$ cat config.mk
export PLATFORM = sky130hd
export DESIGN_NAME = hazard_controller
export DESIGN_NICKNAME = d
export VERILOG_FILES = /design/src/rtl/hazard_controller.sv
export SDC_FILE = /design/constraint.sdc
export NUM_CORES = 1
export LEC_CHECK = 0
export CORE_ASPECT_RATIO = 1.5
export CORE_UTILIZATION = 49
export DETAILED_ROUTE_END_ITERATION = 7
export GPL_ROUTABILITY_DRIVEN = 0
export GPL_TIMING_DRIVEN = 0
export PLACE_DENSITY = 0.86
export SYNTH_ARGS = -nofsm -noshare
export SYNTH_HDL_FRONTEND = slang
export SYNTH_SLANG_ARGS = --single-unit
$ cat constraint.sdc
create_clock -name clk -period 4.6 [get_ports clk]
set_input_delay 0.69 -clock clk [delete_from_list [all_inputs] [get_ports clk]]
set_output_delay 0.69 -clock clk [all_outputs]
set_load 0.01 [all_outputs]
$ cat src/rtl/hazard_controller.sv
// Pipeline hazard controller: EX forwarding selects, load-use and multi-cycle stalls, branch flushes.
// Latency: forwarding, stall and flush outputs are combinational; a multi-cycle op holds E for MC_LATENCY cycles.
// Backpressure: StallF/StallD/StallE freeze upstream stages and FlushM bubbles M while an op is held in E.
//
// Ports:
//   clk, reset           core clock; synchronous active-high reset
//   Rs1D/Rs2D            source registers of the instruction in D (load-use check)
//   Rs1E/Rs2E/RdE        source and destination registers of the instruction in E
//   RdM/RdW, RegWrite*   destination and write enable of the M and W instructions (forwarding)
//   LoadE, MultiCycleE   E instruction is a load or a multi-cycle (mul/div) op
//   PCSrcE               taken branch/jump resolved in E
//   ForwardAE/BE         00 RD1E/RD2E, 01 ResultW, 10 ALUResultM
//   Stall*/Flush*        pipeline register hold and clear controls
//   MulStart/ExDone      multi-cycle unit start pulse and result-valid pulse
//   StallCount           saturating count of cycles spent with StallF=1
module hazard_controller #(
    parameter int MC_LATENCY = 4,
    parameter int CNT_W      = 4
) (
    input  logic        clk,
    input  logic        reset,
    input  logic [4:0]  Rs1D,
    input  logic [4:0]  Rs2D,
    input  logic [4:0]  Rs1E,
    input  logic [4:0]  Rs2E,
    input  logic [4:0]  RdE,
    input  logic [4:0]  RdM,
    input  logic [4:0]  RdW,
    input  logic        RegWriteM,
    input  logic        RegWriteW,
    input  logic        LoadE,
    input  logic        MultiCycleE,
    input  logic        PCSrcE,
    output logic [1:0]  ForwardAE,
    output logic [1:0]  ForwardBE,
    output logic        StallF,
    output logic        StallD,
    output logic        StallE,
    output logic        FlushD,
    output logic        FlushE,
    output logic        FlushM,
    output logic        MulStart,
    output logic        ExDone,
    output logic [31:0] StallCount
);

    typedef enum logic {IDLE, BUSY} state_t;

    state_t           state;
    logic [CNT_W-1:0] cnt;
    logic             lw_stall;
    logic             mc_stall;
    logic             mul_start;
    logic             ex_done;

    // M holds the younger result, so it wins over W.
    function automatic logic [1:0] fwd_sel(input logic [4:0] rs);
        if (RegWriteM && (RdM != 5'd0) && (RdM == rs))
            return 2'b10;
        else if (RegWriteW && (RdW != 5'd0) && (RdW == rs))
            return 2'b01;
        else
            return 2'b00;
    endfunction

    always_comb begin
        mc_stall  = 1'b0;
        mul_start = 1'b0;
        ex_done   = 1'b0;
        case (state)
            IDLE: begin
                if (MultiCycleE) begin
                    mc_stall  = 1'b1;
                    mul_start = 1'b1;
                end
            end
            BUSY: begin
                // MultiCycleE is deliberately ignored here: the same op is still in E.
                if (cnt != '0) mc_stall = 1'b1;
                else           ex_done  = 1'b1;
            end
            default: ;
        endcase

        // A load flagged as multi-cycle is illegal; the multi-cycle path takes precedence.
        lw_stall = LoadE && (RdE != 5'd0) && ((RdE == Rs1D) || (RdE == Rs2D)) && !MultiCycleE;

        if (reset) begin
            ForwardAE = 2'b00;
            ForwardBE = 2'b00;
            StallF    = 1'b0;
            StallD    = 1'b0;
            StallE    = 1'b0;
            FlushD    = 1'b1;
            FlushE    = 1'b1;
            FlushM    = 1'b1;
            MulStart  = 1'b0;
            ExDone    = 1'b0;
        end else begin
            ForwardAE = fwd_sel(Rs1E);
            ForwardBE = fwd_sel(Rs2E);
            StallF    = lw_stall | mc_stall;
            StallD    = lw_stall | mc_stall;
            StallE    = mc_stall;
            FlushD    = PCSrcE & ~mc_stall;
            FlushE    = (PCSrcE | lw_stall) & ~mc_stall;
            FlushM    = mc_stall;
            MulStart  = mul_start;
            ExDone    = ex_done;
        end
    end

    always_ff @(posedge clk) begin
        if (reset) begin
            state      <= IDLE;
            cnt        <= '0;
            StallCount <= '0;
        end else begin
            case (state)
                IDLE: begin
                    if (MultiCycleE) begin
                        // One IDLE cycle plus MC_LATENCY-1 BUSY cycles gives MC_LATENCY in E.
                        cnt   <= CNT_W'(MC_LATENCY - 2);
                        state <= BUSY;
                    end
                end
                BUSY: begin
                    if (cnt != '0) cnt   <= cnt - 1'b1;
                    else           state <= IDLE;
                end
                default: state <= IDLE;
            endcase

            if (StallF && (StallCount != 32'hFFFF_FFFF))
                StallCount <= StallCount + 32'd1;
        end
    end

endmodule

# Yosys cells after proc, flatten, opt, wreduce, memory -nomap -nowiden
# Cells that the tools add are included.
op_classes:
  n_addsub: 2
  n_bitwise: 6
  n_eq_ne: 9
  reduce_logical: 17
  n_mux: 22
op_table:
  columns: ["op", "n"]
  rows:
  - ["adder 32 x 1 -> 32 bit, second input constant", 1]
  - ["!= test 32 bit, second input constant", 1]
  - ["== test 5 bit", 6]
  - ["nonzero test 5 bit", 3]
  - ["two-way mux 1 bit", 14]
  - ["logical AND 1 bit", 10]
  - ["two-way mux 2 bit", 4]
  - ["two-way mux 4 bit", 2]
  - ["one-hot mux 4 bit (2 select lines)", 1]
  - ["nonzero test 4 bit", 1]
  - ["subtractor 4 x 1 -> 4 bit, second input constant", 1]
  - ["bitwise AND 1 bit", 2]
  - ["!= test 2 x 1 -> 1 bit, second input constant", 1]
  - ["!= test 2 bit, second input constant", 1]
  - ["NOT 1 bit", 2]
  - ["OR 1 bit", 2]
  - ["one-hot mux 1 bit (2 select lines)", 1]
  - ["AND reduction 2 bit", 1]
  - ["zero test 1 bit", 1]
  - ["logical OR 1 bit", 1]
totals:
  inputBits: 42
  register_bits: 37

# Longest topological paths before layout
# Gate-level depths: netlist (run 1).
depth:
  word_depth: 7
  depth_mapped: 10
  ltp_nobuf: 8

# Worst setup path after synthesis (run 1)
# No wires, ideal clock.
synth_path:
  path_kind: "input-to-output"
  startpoint: "input port RdM[1]"
  endpoint: "output port ForwardAE[0]"
  required_ps: 3910
  t_arrival_ps: 2053
  path_slack_ps: 1857
  path_stages: 4
  cell_sequence: "or4_1 -> o21ai_0 -> nor3_1 -> nor4_1"
synth_between:
  elab_chain_cells: 5
synth_rtl:
  columns: ["item", "line_no", "text"]
  rows:
  - ["start: declaration", "27", "input logic [4:0] RdM,"]
  - ["nonzero test 5 bit", "58", "if (RegWriteM && (RdM != 5'd0) && (RdM == rs))"]
  - ["logical AND 1 bit", "58", null]
  - ["logical AND 1 bit *", "58", null]
  - ["two-way mux 2 bit *", "58", null]
  - ["two-way mux 2 bit *", "88", "if (reset) begin"]
  - ["end: declaration", "34", "output logic [1:0] ForwardAE,"]
# Mark *: on every way between the ends. The rest lies on a longest branch, timed or not.

# Worst setup path in the final report (run 1)
layout_path:
  startpoint: "input port RdM[1]"
  endpoint: "output port ForwardBE[0]"
layout_between:
  elab_chain_cells: 5
layout_rtl:
  columns: ["item", "line_no", "text"]
  rows:
  - ["nonzero test 5 bit", "58", null]
  - ["logical AND 1 bit", "58", null]
  - ["logical AND 1 bit *", "58", null]
  - ["two-way mux 2 bit *", "58", null]
  - ["two-way mux 2 bit *", "88", null]
  - ["end: declaration", "35", "output logic [1:0] ForwardBE,"]
# Marked as above.

==> flow_summary.json, run 1 <==
{
  "synth-edff-count": 0,
  "post-synth-top-area-cell": "sky130_fd_sc_hd__dfxtp_1",
  "synth_flop_cell": "sky130_fd_sc_hd__dfxtp_1",
  "grt_start_max_net_pins": 13,
  "crit_path_start": "RdM[1]",
  "combPwrFrac_pct": 22.2,
  "fraction_of_met3_tracks_used_by_global_routing_pct": 5.85,
  "slowest_stage_delay_cp_ns": 0.63,
  "ioPinCount": 86,
  "synth.yosys.seq_area_share_pct": 30.2,
  "worst_path_most_repeated_cell": "sky130_fd_sc_hd__clkdlybuf4s50_1",
  "worst_path_buf_inv": 2,
  "synth_top_cell_area_share_pct": 30.2,
  "seq_power_share_pct": 40.9,
  "setup_crit_end": "ForwardBE[0]",
  "layout_commonest_cell": "sky130_fd_sc_hd__clkdlybuf4s50_1",
  "slew_viols_final": 0,
  "number_of_buffers_added_by_the_clock_tree_synthesis_step": 5,
  "r2r-start": "StallCount[1]",
  "worst_ir_drop_vdd_mv": 0.191,
  "series_of_cell_instances_along_the_critical_path": "clkdlybuf4s50_1 > or4_1 > o21ai_0 > nor3_1 > nor4_1 > clkdlybuf4s50_1",
  "detailedPlacementHpwl_mm": 5.19,
  "yosysUniqueCellTypes": 46,
  "relSlewSlack_pct": 62.1,
  "post_cts_resized": 0,
  "clkPwrFrac_pct": 36.9,
  "place.detailed.instances": 452,
  "netSwitchingFraction_pct": 27.2,
  "post-route-drc-count": 0,
  "tritoncts": "done",
  "port-buffer-count": 85,
  "cp.depth": 6,
  "max_freq_mhz": 249,
  "cts.root.buffer_cell": "sky130_fd_sc_hd__clkbuf_8",
  "power.density_cell_area_nw_per_um2": 234,
  "netSwitchingPower_uw": 223,
  "hold_buf_count_cts": 0,
  "hold_violations_final": 0,
  "synth.top_cells.by_area": "sky130_fd_sc_hd__dfxtp_1, sky130_fd_sc_hd__xor2_1, sky130_fd_sc_hd__xnor2_1",
  "cpLargestDelayFamily": "buffers and inverters",
  "grt_pass1_wl_mm": 11.2,
  "grt_antenna_before_repair": 0,
  "drt_pre_antenna_iters": 4,
  "finish.cell_count_without_fillers": 460,
  "synth-seq-cells": 37,
  "worstSkewPairLatency_ns": 0.30,
  "ant_nets": 0,
  "die_width_um": 59.8,
  "via_count": 2591,
  "area_growth_pct": 42.9,
  "diodes_inserted": 0,
  "ctsHtreeMaxLevel": 2,
  "finalSetupViolations": 0,
  "clk_slew_on_worst_s_h_paths_ns": 0.08,
  "die-area_um2": 5300,
  "static_power_due_to_leakage_uw": 0.00124,
  "overflow": 0,
  "grt.met1_usage_pct": 29.4,
  "std_cell_rows": 31,
  "final_nets": 437,
  "fillerInstances": 415,
  "maxCapViolations": 0,
  "layer_with_the_highest_usage_after_global_routing": "met2",
  "detail_route.wirelength_mm": 6.71,
  "synthCells": 301,
  "syn_nets": 345,
  "critPathSlowestCell": "sky130_fd_sc_hd__clkdlybuf4s50_1",
  "skew_ns": 0.00994,
  "synth_area_per_cell_um2": 8.15,
  "layout_worst_path_cycle_share_pct": 87.3,
  "reg2reg_depth": 6,
  "grt_setup_unrepaired": "false",
  "initial_core_util_pct": 51.0,
  "clk_path_buf_depth": 2,
  "dr.first_iter.drc_count": 104,
  "outcome": "completed",
  "post-cts-setup-buffers": 0,
  "critical_path_arrival_ns": 3.33,
  "async_flop_share_pct": 0,
  "fin_util_pct": 72.9,
  "critical_path.startpoint_type": "primary input",
  "reg2reg_to": "StallCount[16]",
  "grt.met2_usage_pct": 51.3,
  "tightest_slew_ns": 0.569,
  "layout.cells.most_common_list": "sky130_fd_sc_hd__clkdlybuf4s50_1, sky130_fd_sc_hd__dfxtp_1, sky130_fd_sc_hd__nor2_1, sky130_fd_sc_hd__xor2_1, sky130_fd_sc_hd__a21oi_1",
  "layout_min_cycle_time_ns": 4.02,
  "avgRoutedWirePerCell_um": 14.6,
  "clock_sink_count": 37,
  "crit_path_capture_type": "primary output",
  "total_grt_usage_pct": 27.3,
  "syn_area_um2": 2450,
  "worstSetupPathType": "primary input to primary output",
  "core-area_um2": 4810,
  "crit_path_max_fanout": 4,
  "timing.reg2reg.setup_slack_ns": 2.08,
  "die_h_um": 88.7,
  "power_report.internal_total_uw": 597,
  "cp.required_ns": 3.91,
  "worst_hold_path_type": "flop to flop",
  "final.setup.tns_ns": 0,
  "drive_gt1_share_pct": 8.63,
  "ys.warnings.count": 0,
  "grt_pass1_vias": 2522,
  "post_drt_via_cell_ratio": 5.63
}
[power groups by stage]
stage                     registers, µW  clock network [µW]  logic [µW]
after floorplan                     343                   0        93.2
after global routing                337                 313         200
after detailed placement            343                   0         181
after global placement              342                   0         177
final                               336                 302         182
after CTS                           335                 303         182
[logic make-up after synthesis]
kind of cell             share of synthesized area, %
AND/OR/NAND/NOR                                  35.5
XOR/XNOR                                         12.9
AO/OA/AOI/OAI                                    13.2
multiplexers                                     2.75
adder cells (fa/ha/maj)                          1.02
flip-flops                                       30.2
buffers and inverters                            4.44
[how the worst min path moves through the flow]
| stage | startpoint | end | slack [ns] | cells past startpoint |
|---|---|---|---|---|
| floorplan | cnt[2] | cnt[2] | 0.48 | 2 |
| global placement | StallCount[11] | StallCount[11] | 0.48 | 2 |
| detailed placement | StallCount[8] | StallCount[8] | 0.50 | 2 |
| CTS | StallCount[11] | StallCount[11] | 0.51 | 2 |
| global route | StallCount[10] | StallCount[10] | 0.56 | 2 |
| finish | StallCount[11] | StallCount[11] | 0.51 | 2 |
[cell type report]
cell class	instances	area (µm²)	area share, %
multi-input combinational	244	1600	45.7
sequential	37	741	21.1
buffer	11	75.1	2.14
tap	66	82.6	2.35
clock inverter	2	37.5	1.07
inverter	9	33.8	0.963
timing repair buffer	85	851	24.3
clock buffer	6	82.6	2.35
[through the flow]
stage | hold WS [ns] | power, µW | setup WS (ns) | instance area, µm²
floorplan | 0.482 | 436 | 1.86 | 2450
global placement | 0.485 | 519 | 0.710 | 3390
detailed placement | 0.502 | 524 | 0.613 | 3390
CTS | 0.514 | 820 | 0.599 | 3510
global route | 0.562 | 850 | 0.463 | 3510
finish | 0.513 | 819 | 0.585 | 3510
[flip-flops by register name (all words and copies together) (netlist names)]
| signal | count |
|---|---|
| state | 1 |
| cnt | 4 |
| StallCount | 32 |
[worst register-to-register path: cells and delay by family (launching register included)]
family,cells,cell delay [ns]
and+or+nand+nor,5,1.83
adders and majority gates,1,0.23
DFF,1,0.43
[per-layer routing]
| layer | vias to the layer above | routed length, µm |
|---|---|---|
| met5 | - | 0 |
| met4 | 0 | 120 |
| met1 | 1209 | 2550 |
| met2 | 85 | 3670 |
| met3 | 10 | 370 |
| li1 | 1287 | - |
[cells in the mapped netlist, types with 5 or more instances]
master / instances
sky130_fd_sc_hd__a21oi_1: 19
sky130_fd_sc_hd__clkbuf_1: 5
sky130_fd_sc_hd__dfxtp_1: 37
sky130_fd_sc_hd__inv_1: 9
sky130_fd_sc_hd__mux2_2: 6
sky130_fd_sc_hd__nand2_1: 18
sky130_fd_sc_hd__nand3_1: 18
sky130_fd_sc_hd__nand4_1: 10
sky130_fd_sc_hd__nor2_1: 28
sky130_fd_sc_hd__nor2b_1: 10
sky130_fd_sc_hd__nor3_1: 9
sky130_fd_sc_hd__nor4_1: 6
sky130_fd_sc_hd__o21ai_0: 15
sky130_fd_sc_hd__o31ai_1: 5
sky130_fd_sc_hd__or3_1: 6
sky130_fd_sc_hd__or4_1: 12
sky130_fd_sc_hd__xnor2_1: 13
sky130_fd_sc_hd__xor2_1: 23
Power figures use the tool's default switching activity.
==> inputs of run 2 (changes only) <==
- MAX_ROUTING_LAYER: default -> met4
==> run 2 against run 1 <==
  * Worst hold slack about the same
  * Critical path type unchanged
  * Sequential share of layout area did not move
  * Core utilization is the same
  * Design area did not move
  * Highest routed layer unchanged
  * Maximum frequency fell by 0.34%
==> flow_summary.json, run 2 (synthesized netlist as in run 1, its figures left out) <==
{
  "finalSetupViolations": 0,
  "layout.cells.most_common_list": "sky130_fd_sc_hd__clkdlybuf4s50_1, sky130_fd_sc_hd__dfxtp_1, sky130_fd_sc_hd__nor2_1, sky130_fd_sc_hd__xor2_1, sky130_fd_sc_hd__a21oi_1",
  "layout_commonest_cell": "sky130_fd_sc_hd__clkdlybuf4s50_1",
  "die_h_um": 88.7,
  "ant_nets": 0,
  "tritoncts": "done",
  "area_growth_pct": 42.9,
  "final_nets": 437,
  "multi_input_comb_area_um2": 1600,
  "tightest_slew_ns": 0.569,
  "core-area_um2": 4810,
  "number_of_buffers_added_by_the_clock_tree_synthesis_step": 5,
  "static_power_due_to_leakage_uw": 0.00124,
  "layout_worst_path_cycle_share_pct": 87.6,
  "overflow": 0,
  "post-place-ws_ns": 0.613,
  "maxCapViolations": 0,
  "grt_pass1_wl_mm": 11.2,
  "post-cts-setup-buffers": 0,
  "final.setup.tns_ns": 0,
  "clock_sink_count": 37,
  "critPathSlowestCell": "sky130_fd_sc_hd__clkdlybuf4s50_1",
  "initial_core_util_pct": 51.0,
  "post-route-worst-setup-slack_ns": 0.571,
  "worst_hold_path_type": "flop to flop",
  "worst_path_most_repeated_cell": "sky130_fd_sc_hd__clkdlybuf4s50_1",
  "std_cell_rows": 31,
  "ioPinCount": 86,
  "hold_buf_count_cts": 0,
  "largest_register_ffs": 32,
  "via_count": 2585,
  "layout_min_cycle_time_ns": 4.03,
  "ctsHtreeMaxLevel": 2,
  "outcome": "completed",
  "grt_antenna_before_repair": 0,
  "die_width_um": 59.8,
  "slew_viols_final": 0,
  "final-seq-area_um2": 741,
  "power.density_cell_area_nw_per_um2": 234,
  "diodes_inserted": 0,
  "crit_path_capture_type": "primary output",
  "post_drt_via_cell_ratio": 5.62,
  "critical_path_arrival_ns": 3.34,
  "fin_util_pct": 72.9,
  "clk_slew_on_worst_s_h_paths_ns": 0.08,
  "critical_path.startpoint_type": "primary input",
  "worstSetupPathType": "primary input to primary output",
  "drive_gt1_share_pct": 8.63,
  "detailedPlacementHpwl_mm": 5.19,
  "largestRegisters": "StallCount: 32 flops, cnt: 4 flops, state: 1 flops",
  "worst_ir_drop_vdd_mv": 0.192,
  "max_flop_register": "StallCount",
  "clk_path_buf_depth": 2,
  "series_of_cell_instances_along_the_critical_path": "clkdlybuf4s50_1 > or4_1 > o21ai_0 > nor3_1 > nor4_1 > clkdlybuf4s50_1",
  "port-buffer-count": 85,
  "total_grt_usage_pct": 28.1,
  "crit_path_max_fanout": 4,
  "detail_route.wirelength_mm": 6.72,
  "grt_setup_unrepaired": "false",
  "dr.first_iter.drc_count": 117,
  "max_freq_mhz": 248,
  "grt_pass1_vias": 2539,
  "fillerInstances": 415,
  "cts.root.buffer_cell": "sky130_fd_sc_hd__clkbuf_8",
  "hold_violations_final": 0,
  "skew_ns": 0.00926,
  "die-area_um2": 5300,
  "drt_pre_antenna_iters": 4,
  "worstSkewPairLatency_ns": 0.29,
  "relSlewSlack_pct": 62.1,
  "post-route-drc-count": 0,
  "cp.required_ns": 3.91,
  "slowest_stage_delay_cp_ns": 0.63,
  "post_cts_resized": 0,
  "avgRoutedWirePerCell_um": 14.6,
  "grt_start_max_net_pins": 13
}
## run 2: cell counts in the layout (fill, tap and decap cells not counted)
No cell type changed its count.
## run 2: path summary, 6_finish.rpt
kind | start | endpoint | slack [ns] | cells past startpoint
worst max-delay path | RdM[1] | ForwardBE[0] | 0.57 | 6
worst min-delay path | StallCount[11] | StallCount[11] | 0.51 | 2
worst max register to register | StallCount[0] | StallCount[16] | 2.09 | 6
worst min register to register | StallCount[11] | StallCount[11] | 0.51 | 2
## run 2: area by class of cell
cell class | count | area share [%]
Buffer | 11 | 2.14
Clock buffer | 6 | 2.35
Clock inverter | 2 | 1.07
Inverter | 9 | 0.963
Multi-Input combinational cell | 244 | 45.7
Sequential cell | 37 | 21.1
Tap cell | 66 | 2.35
Timing Repair Buffer | 85 | 24.3
## run 2: routing by layer
layer | GRT usage, % | wire length (µm)
met1 | 30.0 | 2600
met2 | 51.3 | 3680
met3 | 4.82 | 315
met4 | 8.88 | 119
met5 | - | 0
## run 2: metrics by stage
stage	power, µW	cell area [µm²]	hold slack [ns]	std cells
after floorplan	436	2450	0.482	301
after global placement	519	3390	0.485	452
after detailed placement	524	3390	0.502	452
after CTS	820	3510	0.514	460
after global routing	850	3510	0.562	460
final	820	3510	0.513	460
## run 2: worst max-delay path: cells and delay by family
family	cells	cell delay, ns
compound gates	1	0.44
buf+inv	2	1.11
simple gates	3	1.10
## run 2: power by group
group	switching [µW]	leakage [µW]	internal, µW
registers	8.18	0.000299	327
logic	89.2	0.000880	92.7
clock network	126	0.0000574	176
==> variant, RTL diff (flow settings as in run 1) <==
Set the parameter `CNT_W` to 5 (it was 4).
--- a/src/rtl/hazard_controller.sv
+++ b/src/rtl/hazard_controller.sv
@@ -15,7 +15,7 @@
 //   StallCount           saturating count of cycles spent with StallF=1
 module hazard_controller #(
     parameter int MC_LATENCY = 4,
-    parameter int CNT_W      = 4
+    parameter int CNT_W      = 5
 ) (
     input  logic        clk,
     input  logic        reset,
Formal check against the unedited RTL: same outputs for any inputs over 10 cycles, from zero or initial values and one cycle with reset high; that may be too few to reach the edited logic, so the function may still have changed.
==> variant against run 1 <==
Sequential cell count is 1 higher. Worst setup slack better by 210 ps. Area after synthesis is 1.7% lower. Largest power group unchanged. Total power is 0.60% lower. Clock skew is 3.6 ps lower. Cell count is 1.7% lower. Routed wire length is 3.0% lower. Final area is 2.3% lower. Critical endpoint is now ForwardAE[0].
==> variant: results (changes against run 1) <==
status -> completed
adder-cell share of the synthesized area -> 1.56% (+0.54 points)
VDD IR max -> 0.212 mV (+11%)
Post-DP Area -> 3330 um2 (-1.6%)
number of distinct library cell variants in the gate-level netlist after synthesis -> 39 (-15%)
list of most frequent post-synthesis cells -> 38 x sky130_fd_sc_hd__dfxtp_1, 32 x sky130_fd_sc_hd__a21oi_1, 22 x sky130_fd_sc_hd__xnor2_1
wire length of the first global-routing pass -> 11000 um (-1.5%)
sum of net half-perimeters after detailed placement -> 5170 um (-0.48%)
total global routing track utilization -> 27.5% (+0.18 points)
placed cell count -> 444 (-1.8%)
vias in the first global route -> 2541 (+0.75%)
via count -> 2579 (-0.46%)
sequential area share after synthesis -> 31.6% (+1.4 points)
worst reg-to-reg path cell count -> 9 (+3)
critical path arrival -> 3110 ps (-220 ps)
pre-CTS setup slack -> 815 ps (+201 ps)
Area contributors post-synth -> sky130_fd_sc_hd__dfxtp_1 32%, sky130_fd_sc_hd__xnor2_1 8.0%, sky130_fd_sc_hd__a21oi_1 6.6%
number of antenna diodes -> 0 (unchanged)
maximum number of pins on one net before global-route repair -> 13 (unchanged)
worst clock skew -> 6.35 ps (-3.58 ps)
post-detailed-routing wire length -> 6510 um (-3.0%)
post-synthesis share of cell area spent on xor and xnor gates -> 12.0% (-0.86 points)
mux share of post-synthesis cell area -> 0.830% (-1.9 points)
post-synthesis net count -> 341 (-1.2%)
Leak -> 1.14 nW (-8.2%)
slew at the pin closest to its max-slew limit -> 525 ps (-44.1 ps)
registers with the highest flip-flop counts -> StallCount x32, cnt x5, state x1
# nets final -> 432 (-1.1%)
synthesized-area fraction occupied by ao, oa, aoi and oai cells -> 17.8% (+4.6 points)
proportion of layout cells with a drive suffix above 1 -> 6.19% (-2.4 points)
drt first-iter violations -> 140 (+35%)
final-layout fill cell count -> 375 (-9.6%)
Fmax -> 263 MHz (+5.6%)
Gate Count Post-Synth -> 296 (-1.7%)
largest incremental delay on the critical path -> 590 ps (-40 ps)
number of vias per cell after detailed routing -> 5.71 (+1.3%)
grt total ovfl -> 0 (unchanged)
number of port buffers -> 84 (-1.2%)
cell at the slowest stage of the critical path -> sky130_fd_sc_hd__clkdlybuf4s50_1
Critical Path Fanout Max -> 4 (unchanged)
==> variant: changes by cell type in the layout (fill, tap and decap cells not counted), moves of 9 or more <==
cell                      change
sky130_fd_sc_hd__a21oi_1     +13
sky130_fd_sc_hd__nor2_1      -13
sky130_fd_sc_hd__o21ai_0      -9
sky130_fd_sc_hd__o21ai_1     +12
sky130_fd_sc_hd__or3_1       +11
sky130_fd_sc_hd__xnor2_1      +9
sky130_fd_sc_hd__xor2_1      -12
==> variant: metal layers <==
metal,global-route usage (%),wire [um]
met4,11.9,143
met3,6.06,309
met2,51.6,3610
met5,0,0
met1,28.3,2450
==> variant: logic make-up after synthesis <==
kind of cell | count (synthesis)
simple gates | 128
xor+xnor | 33
mux | 2
flops | 38
buf+inv | 19
compound gates | 73
fa+ha+maj | 3
==> variant: final cells by class <==
| cell class | instances | area (um2) | share of cell area [%] |
|---|---|---|---|
| multi-input cells | 239 | 1540 | 44.9 |
| repair buffers | 84 | 841 | 24.5 |
| flip-flops and latches | 38 | 761 | 22.2 |
| plain buffers | 13 | 88.8 | 2.59 |
| clock buffers | 6 | 82.6 | 2.41 |
| well taps | 64 | 80.1 | 2.34 |
| inverters | 6 | 22.5 | 0.657 |
| clock inverters | 2 | 12.5 | 0.365 |
==> variant: power breakdown <==
part / switching (mW) / leakage [nW] / internal [mW]
clock network: 0.122 / 0.0472 / 0.121
logic: 0.112 / 0.781 / 0.110
registers: 0.0123 / 0.307 / 0.338
total: 0.246 / 1.14 / 0.569
==> variant: worst paths after layout <==
check / start / end / slack, ps
hold / removal: StallCount[11] / StallCount[11] / 510
hold reg to reg: StallCount[11] / StallCount[11] / 510
setup / recovery: RdM[3] / ForwardAE[0] / 800
setup reg to reg: cnt[0] / StallCount[17] / 2260
